## config.mk

```make
export PLATFORM = sky130hd
export DESIGN_NAME = ram_arb_ctrl
export DESIGN_NICKNAME = d
export VERILOG_FILES = /design/src/rtl/ram_arb_pkg.sv /design/src/rtl/tlul_pkg.sv /design/src/rtl/ram_arb_wrr.sv /design/src/rtl/ram_arb_ctrl.sv
export SDC_FILE = /design/constraint.sdc
export NUM_CORES = 1
export LEC_CHECK = 0
export ABC_CLOCK_PERIOD_IN_PS = 1400
export BUFFER_PORTS_ARGS = -buffer_cell sky130_fd_sc_hd__buf_2
export CAP_MARGIN = 5
export CORE_AREA = 4 4 149 151
export DETAILED_ROUTE_END_ITERATION = 6
export DIE_AREA = 0 0 153 155
export SLEW_MARGIN = 10
export SYNTH_ARGS = -nofsm -noshare
export SYNTH_HDL_FRONTEND = slang
export SYNTH_SLANG_ARGS = --single-unit
```

## constraint.sdc

```tcl
create_clock -name clk_i -period 1.4 [get_ports clk_i]
set_input_delay 0 -clock clk_i [delete_from_list [all_inputs] [get_ports clk_i]]
set_output_delay 0 -clock clk_i [all_outputs]
set_load 0.005 [all_outputs]
```

## src/rtl/ram_arb_pkg.sv

```systemverilog
// ram_arb_pkg: shared state encoding, host indices and burst counter type
package ram_arb_pkg;
  typedef enum logic [1:0] {IDLE = 2'd0, ADDR = 2'd1, RESP = 2'd2} state_e;
  localparam logic HostI = 1'b0;
  localparam logic HostD = 1'b1;
  typedef logic [3:0] burst_t;
endpackage

```

## src/rtl/tlul_pkg.sv

```systemverilog
// tlul_pkg: minimal TileLink-UL request/response structs shared by hosts and RAM
package tlul_pkg;
  typedef struct packed {
    logic        a_valid;
    logic [2:0]  a_opcode;
    logic [7:0]  a_source;
    logic [31:0] a_address;
    logic [3:0]  a_mask;
    logic [31:0] a_data;
    logic        d_ready;
  } tl_h2d_t;
  typedef struct packed {
    logic        d_valid;
    logic [2:0]  d_opcode;
    logic [7:0]  d_source;
    logic [31:0] d_data;
    logic        d_error;
    logic        a_ready;
  } tl_d2h_t;
endpackage

```

## src/rtl/ram_arb_wrr.sv

```systemverilog
// ram_arb_wrr: weighted picker between instruction and data hosts
module ram_arb_wrr
  import ram_arb_pkg::*;
#(
  parameter int WeightI = 1,
  parameter int WeightD = 2
) (
  input  logic       clk_i,
  input  logic       rst_i,
  input  logic [1:0] req,
  input  logic       take,
  output logic       win
);
  logic   prio, prev;
  burst_t burst, burst_nxt;
  burst_t weight;
  always_comb begin
    win       = req == 2'b01 ? HostI : req == 2'b10 ? HostD : prio;
    burst_nxt = win != prev ? burst_t'(1) : burst == 4'hf ? burst : burst + 4'd1;
    weight    = win == HostD ? burst_t'(WeightD) : burst_t'(WeightI);
  end
  always_ff @(posedge clk_i) begin
    if (rst_i) begin
      prio  <= HostD;
      prev  <= HostD;
      burst <= '0;
    end else if (take) begin
      prev  <= win;
      burst <= burst_nxt;
      if (burst_nxt >= weight) prio <= ~win;
    end
  end
endmodule

```

## src/rtl/ram_arb_ctrl.sv

```systemverilog
// ram_arb_ctrl: single-outstanding TL-UL arbiter sharing one RAM between two hosts
module ram_arb_ctrl
  import ram_arb_pkg::*;
  import tlul_pkg::*;
#(
  parameter int WeightI = 1,
  parameter int WeightD = 2
) (
  input  logic       clk_i,
  input  logic       rst_i,
  input  tl_h2d_t    tl_corei_i,
  output tl_d2h_t    tl_corei_o,
  input  tl_h2d_t    tl_cored_i,
  output tl_d2h_t    tl_cored_o,
  output tl_h2d_t    tl_ram_o,
  input  tl_d2h_t    tl_ram_i,
  output logic [1:0] gnt_o,
  output logic       busy_o
);
  state_e  state;
  logic    owner, win, act, addr;
  logic [1:0] req;
  tl_h2d_t own_h;
  tl_d2h_t rsp;
  assign req = {tl_cored_i.a_valid, tl_corei_i.a_valid};
  ram_arb_wrr #(.WeightI(WeightI), .WeightD(WeightD)) u_wrr (
    .clk_i(clk_i),
    .rst_i(rst_i),
    .req  (req),
    .take (state == IDLE && |req),
    .win  (win)
  );
  // reset gates every handshake output in the same cycle it is asserted
  always_comb begin
    own_h            = owner == HostD ? tl_cored_i : tl_corei_i;
    act              = state != IDLE && !rst_i;
    addr             = act && state == ADDR;
    rsp              = tl_ram_i;
    rsp.a_ready      = addr && tl_ram_i.a_ready;
    tl_ram_o         = act ? own_h : '0;
    tl_ram_o.a_valid = addr && own_h.a_valid;
    tl_corei_o       = act && owner == HostI ? rsp : '0;
    tl_cored_o       = act && owner == HostD ? rsp : '0;
    gnt_o            = act ? (owner == HostD ? 2'b10 : 2'b01) : 2'b00;
    busy_o           = act;
  end
  always_ff @(posedge clk_i) begin
    if (rst_i) begin
      state <= IDLE;
      owner <= HostD;
    end else begin
      case (state)
        IDLE: if (|req) begin
          state <= ADDR;
          owner <= win;
        end
        ADDR: if (own_h.a_valid && tl_ram_i.a_ready)
          state <= tl_ram_i.d_valid && own_h.d_ready ? IDLE : RESP;
        RESP: if (tl_ram_i.d_valid && own_h.d_ready) state <= IDLE;
        default: state <= IDLE;
      endcase
    end
  end
endmodule
```

==> results of run 1 <==
## sequential cells by signal, indices dropped and copies added (netlist names)
name,cells
u_wrr.burst,4
state,2
owner,1
u_wrr.prio,1
## cells in the mapped netlist
cell type   n  area, µm²
nand2_1     3       11.3
buf_4       6       45.0
buf_2       8       40.0
inv_1       4       15.0
mux2i_1    80        801
maj3_1      1       10.0
nor2_8      1       20.0
nand3b_1    2       15.0
or2_4       1       8.76
o32ai_4     1       27.5
o2111ai_1   1       8.76
ha_1        1       12.5
or2b_1      1       7.51
a31oi_1     1       6.26
clkbuf_1   14       52.6
nand2b_1    3       18.8
a21boi_0    1       7.51
o21bai_1    1       7.51
o21ai_1     1       5.00
o211a_1     1       10.0
buf_6       6       67.6
dfxtp_1     8        160
a211o_1     1       8.76
and2_1     48        300
a21oi_1     8       40.0
nor3_1      2       10.0
and3_1     48        300
or2_2       1       6.26
a311oi_1    1       8.76
o21ai_0     1       5.00
o311a_1     1       10.0
and2b_1     1       7.51
inv_2       1       3.75
or3b_1      1       8.76
nand3_1     2       10.0
a21o_1      1       7.51
nor2_4      1       11.3
nor2_1     85        319
## metrics by stage
step                worst slack (ns)  hold slack [ns]
floorplan                     0.0144           0.0737
global placement             -0.0878            0.279
detailed placement           -0.0770            0.282
CTS                           -0.101           0.0714
global route                  -0.170           0.0861
finish                       -0.0983           0.0738
## cells by family after synthesis
family,count (synthesis),share of synthesized area
simple gates,200,0.437
mux,80,0.332
buf+inv,39,0.0927
compound gates,20,0.0632
flops,8,0.0663
fa+ha+maj,2,0.00933
## layout make-up
type                       instances  area [µm²]
fill                            2299       15500
timing repair buffer             425        2530
multi-input combinational        302        2220
tap                              275         344
sequential                         8         169
clock buffer                       4        78.8
inverter                           5        23.8
## layer usage
metal / share of wire / vias to the layer above
met5: 0.00087 / -
met4: 0.011 / 2
met3: 0.076 / 12
met2: 0.51 / 202
met1: 0.40 / 1791
li1: - / 1983
## repair_timing
| item | CTS | global route |
|---|---|---|
| setup buffers | 6 | 3 |
| resized for setup | 30 | 38 |
| setup endpoints to repair | 168 | 177 |
| gates cloned | 3 | 5 |
| pin swaps | 6 | 11 |
| endpoints found under the hold margin | 0 | 0 |
## how the worst min path moves through the flow
stage / start / endpoint / slack, ns
3_5_place_dp: tl_ram_i[22] / tl_corei_o[22] / 0.28
2_1_floorplan: tl_ram_i[0] / tl_corei_o[0] / 0.07
3_3_place_gp: tl_ram_i[38] / tl_corei_o[38] / 0.28
5_1_grt: rst_i / u_wrr.burst[3] / 0.09
6_report: rst_i / u_wrr.burst[3] / 0.07
4_1_cts: rst_i / u_wrr.burst[3] / 0.07
## power by group
part,internal [µW],leakage (µW),switching (µW)
clock network,380,0.0000382,116
logic,1290,0.00347,1060
registers,257,0.0000670,35.3
==> flow_metrics.env, run 1 <==
export IMPL_vias_per_cell=3.92
export IMPL_setup_viol=132
export IMPL_fin_crit_ns=1.50
export IMPL_critPathMaxStageDelay_ns=0.35
export IMPL_grt_pass1_wl_mm=20.8
export IMPL_num_vias=3990
export IMPL_cts_buffer_depth=2
export IMPL_die_w_um=153
export IMPL_htreeDepth=1
export IMPL_cp_required_ns=1.40
export IMPL_final_hold_viol_count=0
export IMPL_cts_buffers=3
export IMPL_layout_setup_ws_ns=-0.0983
export IMPL_rsz0062_at_grt="yes"
export IMPL_post_place_cells=998
export IMPL_drv_cap=0
export IMPL_antenna_cells=0
export IMPL_met2_usage=0.194
export IMPL_stdcell_count=1019
export IMPL_total_power_uw=3130
export IMPL_crit_slowest_cell="dfxtp_2"
export IMPL_dpl_hpwl_mm=11.7
export IMPL_die_h_um=155
export IMPL_cts_sink_count=8
export IMPL_grt_pass1_vias=3768
export IMPL_drt_pass1_iter_count=4
export IMPL_yosysUniqueCellTypes=38
export IMPL_grt_ovfl_total=0
export IMPL_yosysWarningCount=0
export IMPL_layout_cells_most_common="buf_2"
export IMPL_postRouteAntennaNets=0
export IMPL_clock_skew_ns=0.00484
export IMPL_cts_hold_buf=0
export IMPL_syn_mean_instance_area_um2=6.92
export IMPL_timing_final_crit_share=1.07
export IMPL_critPathLaunchType="flop"
export IMPL_cp_cell_sequence="nor2_4 -> or2_4 -> nor2_8 -> buf_12 -> and2_1 -> buf_2"
export IMPL_area_growth_pct=122
export IMPL_rows=53
export IMPL_post_route_util=0.258
export IMPL_critPathTopFamily="simple AND/OR/NAND/NOR gates"
export IMPL_critPathCaptureType="output port"
export IMPL_design_area_mm2=0.00537
export IMPL_initial_core_util=0.116
export IMPL_ys_seq_area_frac=0.0663
export IMPL_crit_type="flop to output port"
export IMPL_cp_num_buf_inv=2
export IMPL_relSlewSlack=0.829
export IMPL_worstRegToRegCells=5
export IMPL_drt_iter0_markers=219
export IMPL_grtUsageTotal=0.106
export IMPL_drc=0
export IMPL_grt_max_degree=60
export IMPL_clk_pin_slew_ns=0.04
export IMPL_io_pins=386
export IMPL_hold_depth=2
export IMPL_ys_seq_elements=8
export IMPL_cp_max_fo=45
export IMPL_maxSlewViolCount=0
export IMPL_dieArea_mm2=0.0237
export IMPL_syn_area_mm2=0.00241
export IMPL_outcome="complete, but fails checks"
export IMPL_r2r_start="owner"
export IMPL_met3_usage=0.0245
export IMPL_worstMarginPinSlew_ns=0.251
export IMPL_p_per_area_mw_per_mm2=584
export IMPL_path_depth=6
export IMPL_clkLatencyLatePin_ns=0.23
export IMPL_crit_arrival_ns=1.50
export IMPL_routedWlPerCell_um=14.7
export IMPL_violations="negative setup slack"
export IMPL_antenna_found_initial=2
export IMPL_worstReg2RegEnd="u_wrr.prio"
export IMPL_endpoint="tl_corei_o[6]"
export IMPL_syn_num_nets=560
export IMPL_post_route_cells_drive_above_1_share=0.629
export IMPL_r2r_slack_ns=-0.02
export IMPL_wl_mm=15.0
export IMPL_cts_root_buf="clkbuf_16"
export IMPL_hold_class="primary input to flop"
export IMPL_core_mm2=0.0208
export IMPL_fin_nets=956
export IMPL_peakVddDrop_mv=0.665
export IMPL_port_buffers=385
export IMPL_globalplace_congestion=0.840
export IMPL_layout_common_cells="buf_2, nor2_1, mux2i_1"
export IMPL_cts_tree="yes"
export IMPL_p_leak_uw=0.00357
export IMPL_finalSetupTns_ns=-7.53
export IMPL_top_usage_layer="met2"
export IMPL_synthCells=349
export IMPL_grt_use_met1=0.130
export IMPL_placed_area_mm2=0.00476
export IMPL_crit_start="state[0]"
export IMPL_timing_fmax_ghz=0.667
(Power assumes the default switching activity.)
==> run 2: changes to the inputs <==
--- a/config.mk
+++ b/config.mk
@@ -9,8 +9,10 @@
 export BUFFER_PORTS_ARGS = -buffer_cell sky130_fd_sc_hd__buf_2
 export CAP_MARGIN = 5
 export CORE_AREA = 4 4 149 151
+export CTS_BUF_LIST = sky130_fd_sc_hd__clkbuf_4
 export DETAILED_ROUTE_END_ITERATION = 6
 export DIE_AREA = 0 0 153 155
+export HOLD_SLACK_MARGIN = 0.1
 export SLEW_MARGIN = 10
 export SYNTH_ARGS = -nofsm -noshare
 export SYNTH_HDL_FRONTEND = slang
==> flow_metrics.env, run 2 (synthesis results as in run 1) <==
export IMPL_outcome="complete, but fails checks"
export IMPL_violations="negative setup slack"
export IMPL_drc=0
export IMPL_hold_depth=3
export IMPL_dieArea_mm2=0.0237
export IMPL_hold_class="primary input to flop"
export IMPL_n_fill_cell=2292
export IMPL_routedWlPerCell_um=15.0
export IMPL_multi_input_area_mm2=0.00234
export IMPL_grt_pass1_vias=3777
export IMPL_design_area_mm2=0.00544
export IMPL_fin_crit_ns=1.53
export IMPL_area_growth_pct=125
export IMPL_io_pins=386
export IMPL_rows=53
export IMPL_globalplace_congestion=0.840
export IMPL_port_buffers=385
export IMPL_drt_iter0_markers=203
export IMPL_grtUsageTotal=0.106
export IMPL_layout_setup_ws_ns=-0.131
export IMPL_cts_root_buf="clkbuf_4"
export IMPL_top_register="u_wrr.burst"
export IMPL_crit_arrival_ns=1.53
export IMPL_clock_skew_ns=0.0119
export IMPL_worstMarginPinSlew_ns=0.308
export IMPL_setup_viol=169
export IMPL_core_mm2=0.0208
export IMPL_rsz0062_at_grt="yes"
export IMPL_timing_final_crit_share=1.09
export IMPL_post_place_cells=998
export IMPL_worstRegToRegCells=6
export IMPL_largestRegisters="u_wrr.burst (4), state (2)"
export IMPL_htreeDepth=1
export IMPL_fin_nets=960
export IMPL_cts_tree="yes"
export IMPL_stdcell_count=1023
export IMPL_drt_pass1_iter_count=5
export IMPL_postRouteAntennaNets=0
export IMPL_post_route_cells_drive_above_1_share=0.680
export IMPL_die_h_um=155
export IMPL_critPathLaunchType="flop"
export IMPL_die_w_um=153
export IMPL_cts_buffers=3
export IMPL_antenna_found_initial=2
export IMPL_cts_buffer_depth=2
export IMPL_grt_ovfl_total=0
export IMPL_relSlewSlack=0.789
export IMPL_crit_type="flop to output port"
export IMPL_p_per_area_mw_per_mm2=535
export IMPL_dpl_hpwl_mm=11.7
export IMPL_final_hold_viol_count=0
export IMPL_grt_max_degree=60
export IMPL_cts_sink_count=8
export IMPL_timing_fmax_ghz=0.653
export IMPL_placed_area_mm2=0.00476
export IMPL_drv_cap=0
export IMPL_initial_core_util=0.116
export IMPL_maxSlewViolCount=0
export IMPL_seqCellArea_um2=169
export IMPL_clk_pin_slew_ns=0.05
export IMPL_peakVddDrop_mv=0.529
export IMPL_vias_per_cell=3.93
export IMPL_clkLatencyLatePin_ns=0.26
export IMPL_num_vias=4025
export IMPL_cp_max_fo=24
export IMPL_cp_required_ns=1.40
export IMPL_layout_cells_most_common="buf_2"
export IMPL_wl_mm=15.4
export IMPL_p_leak_uw=0.00352
export IMPL_largest_register_ffs=4
export IMPL_critPathCaptureType="output port"
export IMPL_antenna_cells=0
export IMPL_layout_common_cells="buf_2, mux2i_1, and3_1"
export IMPL_grt_pass1_wl_mm=20.8
export IMPL_holdWs_ns=0.121
[run 2: cell types whose count changed in the layout (fill, tap and decap cells not counted), moves of 2 or more]
cell	delta
mux2i_2	+6
nor2_1	-34
buf_12	-3
nor2_2	+29
clkbuf_16	-2
mux2i_1	-6
buf_4	+7
dlygate4sd3_1	+2
nor2_4	+5
clkbuf_4	+4
[run 2: per-layer routing]
metal / share of wire / routed length [µm] / track usage / vias up
li1: - / - / - / 1987
met1: 0.40 / 6140 / 0.130 / 1831
met2: 0.52 / 8010 / 0.194 / 195
met3: 0.070 / 1070 / 0.0248 / 10
met4: 0.0099 / 153 / 0.0136 / 2
met5: 0.00084 / 13 / 0 / -
[run 2: where the power goes]
group          total (µW)  switching, µW  internal (µW)
combinational        2410           1120           1290
clock                 214           85.6            129
sequential            287           31.5            256
total                2910           1240           1670
[run 2: per-stage QoR]
step | total power (µW) | utilization | setup slack (ns) | setup TNS, ns
after floorplan | 1280 | - | 0.0144 | 0
after global placement | 2160 | 0.229 | -0.0878 | -0.0878
after detailed placement | 2170 | 0.229 | -0.0770 | -0.0770
after CTS | 2630 | 0.244 | -0.135 | -16.31
after global routing | 3140 | 0.261 | -0.186 | -24.74
final | 2910 | 0.261 | -0.131 | -13.66
[run 2: layout make-up]
cell class | count | share of cell area
Tap cell | 275 | 0.0633
Multi-Input combinational cell | 302 | 0.431
Sequential cell | 8 | 0.0311
Clock buffer | 4 | 0.00552
Inverter | 5 | 0.00437
Timing Repair Buffer | 429 | 0.465
[run 2: critical path: stages (launching register included)]
cell     delay [ns]
dfxtp_2        0.35
nor2_4         0.04
or2_4          0.30
buf_4          0.16
buf_12         0.16
nor2_2         0.12
buf_2          0.11
[run 2: final timing paths]
| path | startpoint | end | slack, ns |
|---|---|---|---|
| worst min-delay path | tl_ram_i[0] | state[0] | 0.12 |
| worst max register to register | owner | u_wrr.prio | -0.10 |
| worst min register to register | u_wrr.burst[2] | u_wrr.burst[2] | 0.58 |
| worst max-delay path | state[1] | tl_ram_o[22] | -0.13 |
[run 2: what timing repair did]
item | CTS | global route
buffers inserted | 9 | 3
hold endpoints to repair | 6 | 0
setup endpoints to repair | 173 | 180
hold buffers | 2 | 0
gates cloned | 3 | 5
pin swaps | 4 | 8
gates resized for setup | 29 | 72
==> run 3: changes to the inputs <==
--- a/config.mk
+++ b/config.mk
@@ -8,11 +8,12 @@
 export ABC_CLOCK_PERIOD_IN_PS = 1400
 export BUFFER_PORTS_ARGS = -buffer_cell sky130_fd_sc_hd__buf_2
 export CAP_MARGIN = 5
-export CORE_AREA = 4 4 149 151
+export CORE_AREA = 2 2 151 153
 export CTS_BUF_LIST = sky130_fd_sc_hd__clkbuf_4
 export DETAILED_ROUTE_END_ITERATION = 6
 export DIE_AREA = 0 0 153 155
 export HOLD_SLACK_MARGIN = 0.1
+export SKIP_LAST_GASP = 1
 export SLEW_MARGIN = 10
 export SYNTH_ARGS = -nofsm -noshare
 export SYNTH_HDL_FRONTEND = slang
==> flow_metrics.env, run 3 (synthesis results as in run 1) <==
export IMPL_drv_cap=0
export IMPL_peakVddDrop_mv=0.316
export IMPL_placed_area_mm2=0.00477
export IMPL_antenna_cells=0
export IMPL_drc=0
export IMPL_initial_core_util=0.109
export IMPL_cp_num_buf_inv=2
export IMPL_cts_tree="yes"
export IMPL_switchingPower_uw=1100
export IMPL_grtUsageTotal=0.0920
export IMPL_largest_register_ffs=4
export IMPL_grt_pass1_wl_mm=18.2
export IMPL_globalplace_congestion=0.789
export IMPL_cts_root_buf="clkbuf_4"
export IMPL_port_buffers=385
export IMPL_drt_pass1_iter_count=4
export IMPL_critPathTopFamily="simple AND/OR/NAND/NOR gates"
export IMPL_dpl_hpwl_mm=10.2
export IMPL_design_area_mm2=0.00527
export IMPL_cts_sink_count=8
export IMPL_p_per_area_mw_per_mm2=505
export IMPL_layout_cells_most_common="buf_2"
export IMPL_grt_use_met1=0.113
export IMPL_total_power_uw=2660
export IMPL_die_h_um=155
export IMPL_rows=55
export IMPL_timing_final_crit_share=1.10
export IMPL_worstMarginPinSlew_ns=0.298
export IMPL_violations="negative setup slack"
export IMPL_clk_pin_slew_ns=0.06
export IMPL_grt_pass1_vias=3452
export IMPL_met2_usage=0.170
export IMPL_layout_common_cells="buf_2, nor2_1, mux2i_1"
export IMPL_die_w_um=153
export IMPL_clock_skew_ns=0.00745
export IMPL_rsz0062_at_grt="yes"
export IMPL_cts_buffer_depth=2
export IMPL_cts_buffers=3
export IMPL_critPathMaxStageDelay_ns=0.35
export IMPL_holdWs_ns=0.171
export IMPL_p_leak_uw=0.00351
export IMPL_critPathCaptureType="output port"
export IMPL_num_vias=3985
export IMPL_fin_crit_ns=1.54
export IMPL_vias_per_cell=3.88
export IMPL_cp_max_fo=25
export IMPL_outcome="complete, but fails checks"
export IMPL_relSlewSlack=0.796
export IMPL_htreeDepth=1
export IMPL_largestRegisters="u_wrr.burst (4), state (2)"
export IMPL_hold_class="primary input to flop"
export IMPL_post_route_cells_drive_above_1_share=0.626
export IMPL_routedWlPerCell_um=12.6
export IMPL_antenna_found_initial=0
export IMPL_dieArea_mm2=0.0237
export IMPL_drt_iter0_markers=229
export IMPL_met3_usage=0.0181
export IMPL_top_usage_layer="met2"
export IMPL_grt_ovfl_total=0
export IMPL_core_mm2=0.0222
export IMPL_timing_fmax_ghz=0.649
export IMPL_path_depth=6
export IMPL_crit_slowest_cell="dfxtp_2"
export IMPL_postRouteAntennaNets=0
export IMPL_area_growth_pct=118
export IMPL_p_sw_frac=0.414
export IMPL_top_register="u_wrr.burst"
export IMPL_internal_power_uw=1560
export IMPL_cp_cell_sequence="nor2_4 -> or2_4 -> nor2_8 -> buf_12 -> and2_1 -> buf_2"
export IMPL_critPathLaunchType="flop"
export IMPL_maxSlewViolCount=0
export IMPL_worstRegToRegCells=6
export IMPL_comb_power_share=0.810
export IMPL_crit_arrival_ns=1.54
export IMPL_layout_setup_ws_ns=-0.141
export IMPL_clkLatencyLatePin_ns=0.27
export IMPL_place_worst_setup_slack_ns=-0.0618
export IMPL_grt_max_degree=72
export IMPL_setup_viol=172
export IMPL_fin_nets=953
export IMPL_wl_mm=13.0
export IMPL_crit_type="flop to output port"
export IMPL_io_pins=386
export IMPL_cp_required_ns=1.40
export IMPL_p_seq_frac=0.107
export IMPL_clkPwrFrac=0.084
export IMPL_final_hold_viol_count=0
export IMPL_hold_depth=3
## run 3: metal layers
layer  up-vias  wire length (µm)
met5         -                 0
met4         0                68
met3         8              1010
met2       209              6630
met1      1791              5250
li1       1977                 -
## run 3: cell type report
type | instances | area [µm²]
multi-input cells | 302 | 2190
repair buffers | 422 | 2500
clock buffers | 4 | 30.0
fillers | 2462 | 17000
inverters | 5 | 26.3
well taps | 285 | 357
flip-flops and latches | 8 | 171
## run 3: power by group through the flow
stage / Combinational, µW / Sequential, µW / Clock (µW)
after CTS: 1980 / 282 / 229
final: 2150 / 284 / 223
after detailed placement: 1850 / 288 / 0
after global routing: 2340 / 288 / 244
after global placement: 1830 / 287 / 0
after floorplan: 1010 / 273 / 0
## run 3: through the flow
stage	TNS [ns]	utilization	std cells
2_1_floorplan	0	-	349
3_3_place_gp	-0.0517	0.214	1007
3_5_place_dp	-0.0669	0.214	1007
4_1_cts	-16.68	0.223	1021
5_1_grt	-30.76	0.237	1026
6_report	-14.94	0.237	1026
## run 3: repair_timing
item / in CTS / in global routing
buffers inserted: 4 / 4
pin swaps: 3 / 22
cloned: 2 / 2
setup endpoints to repair: 175 / 177
hold endpoints to repair: 8 / 0
hold buffers: 4 / 0
gates resized for setup: 12 / 49
## run 3: worst register-to-register path: cells and delay by family (launching register included)
family,cells,cell delay (ns)
simple gates,2,0.49
fa+ha+maj,1,0.16
flops,1,0.35
compound gates,3,0.26
## run 3: path summary, 6_finish.rpt
check | startpoint | endpoint | slack, ns
worst max-delay path | state[1] | tl_corei_o[41] | -0.14
worst min register to register | u_wrr.burst[2] | u_wrr.burst[2] | 0.60
worst max register to register | u_wrr.burst[1] | u_wrr.prio | 0.03
worst min-delay path | tl_cored_i[0] | state[1] | 0.17
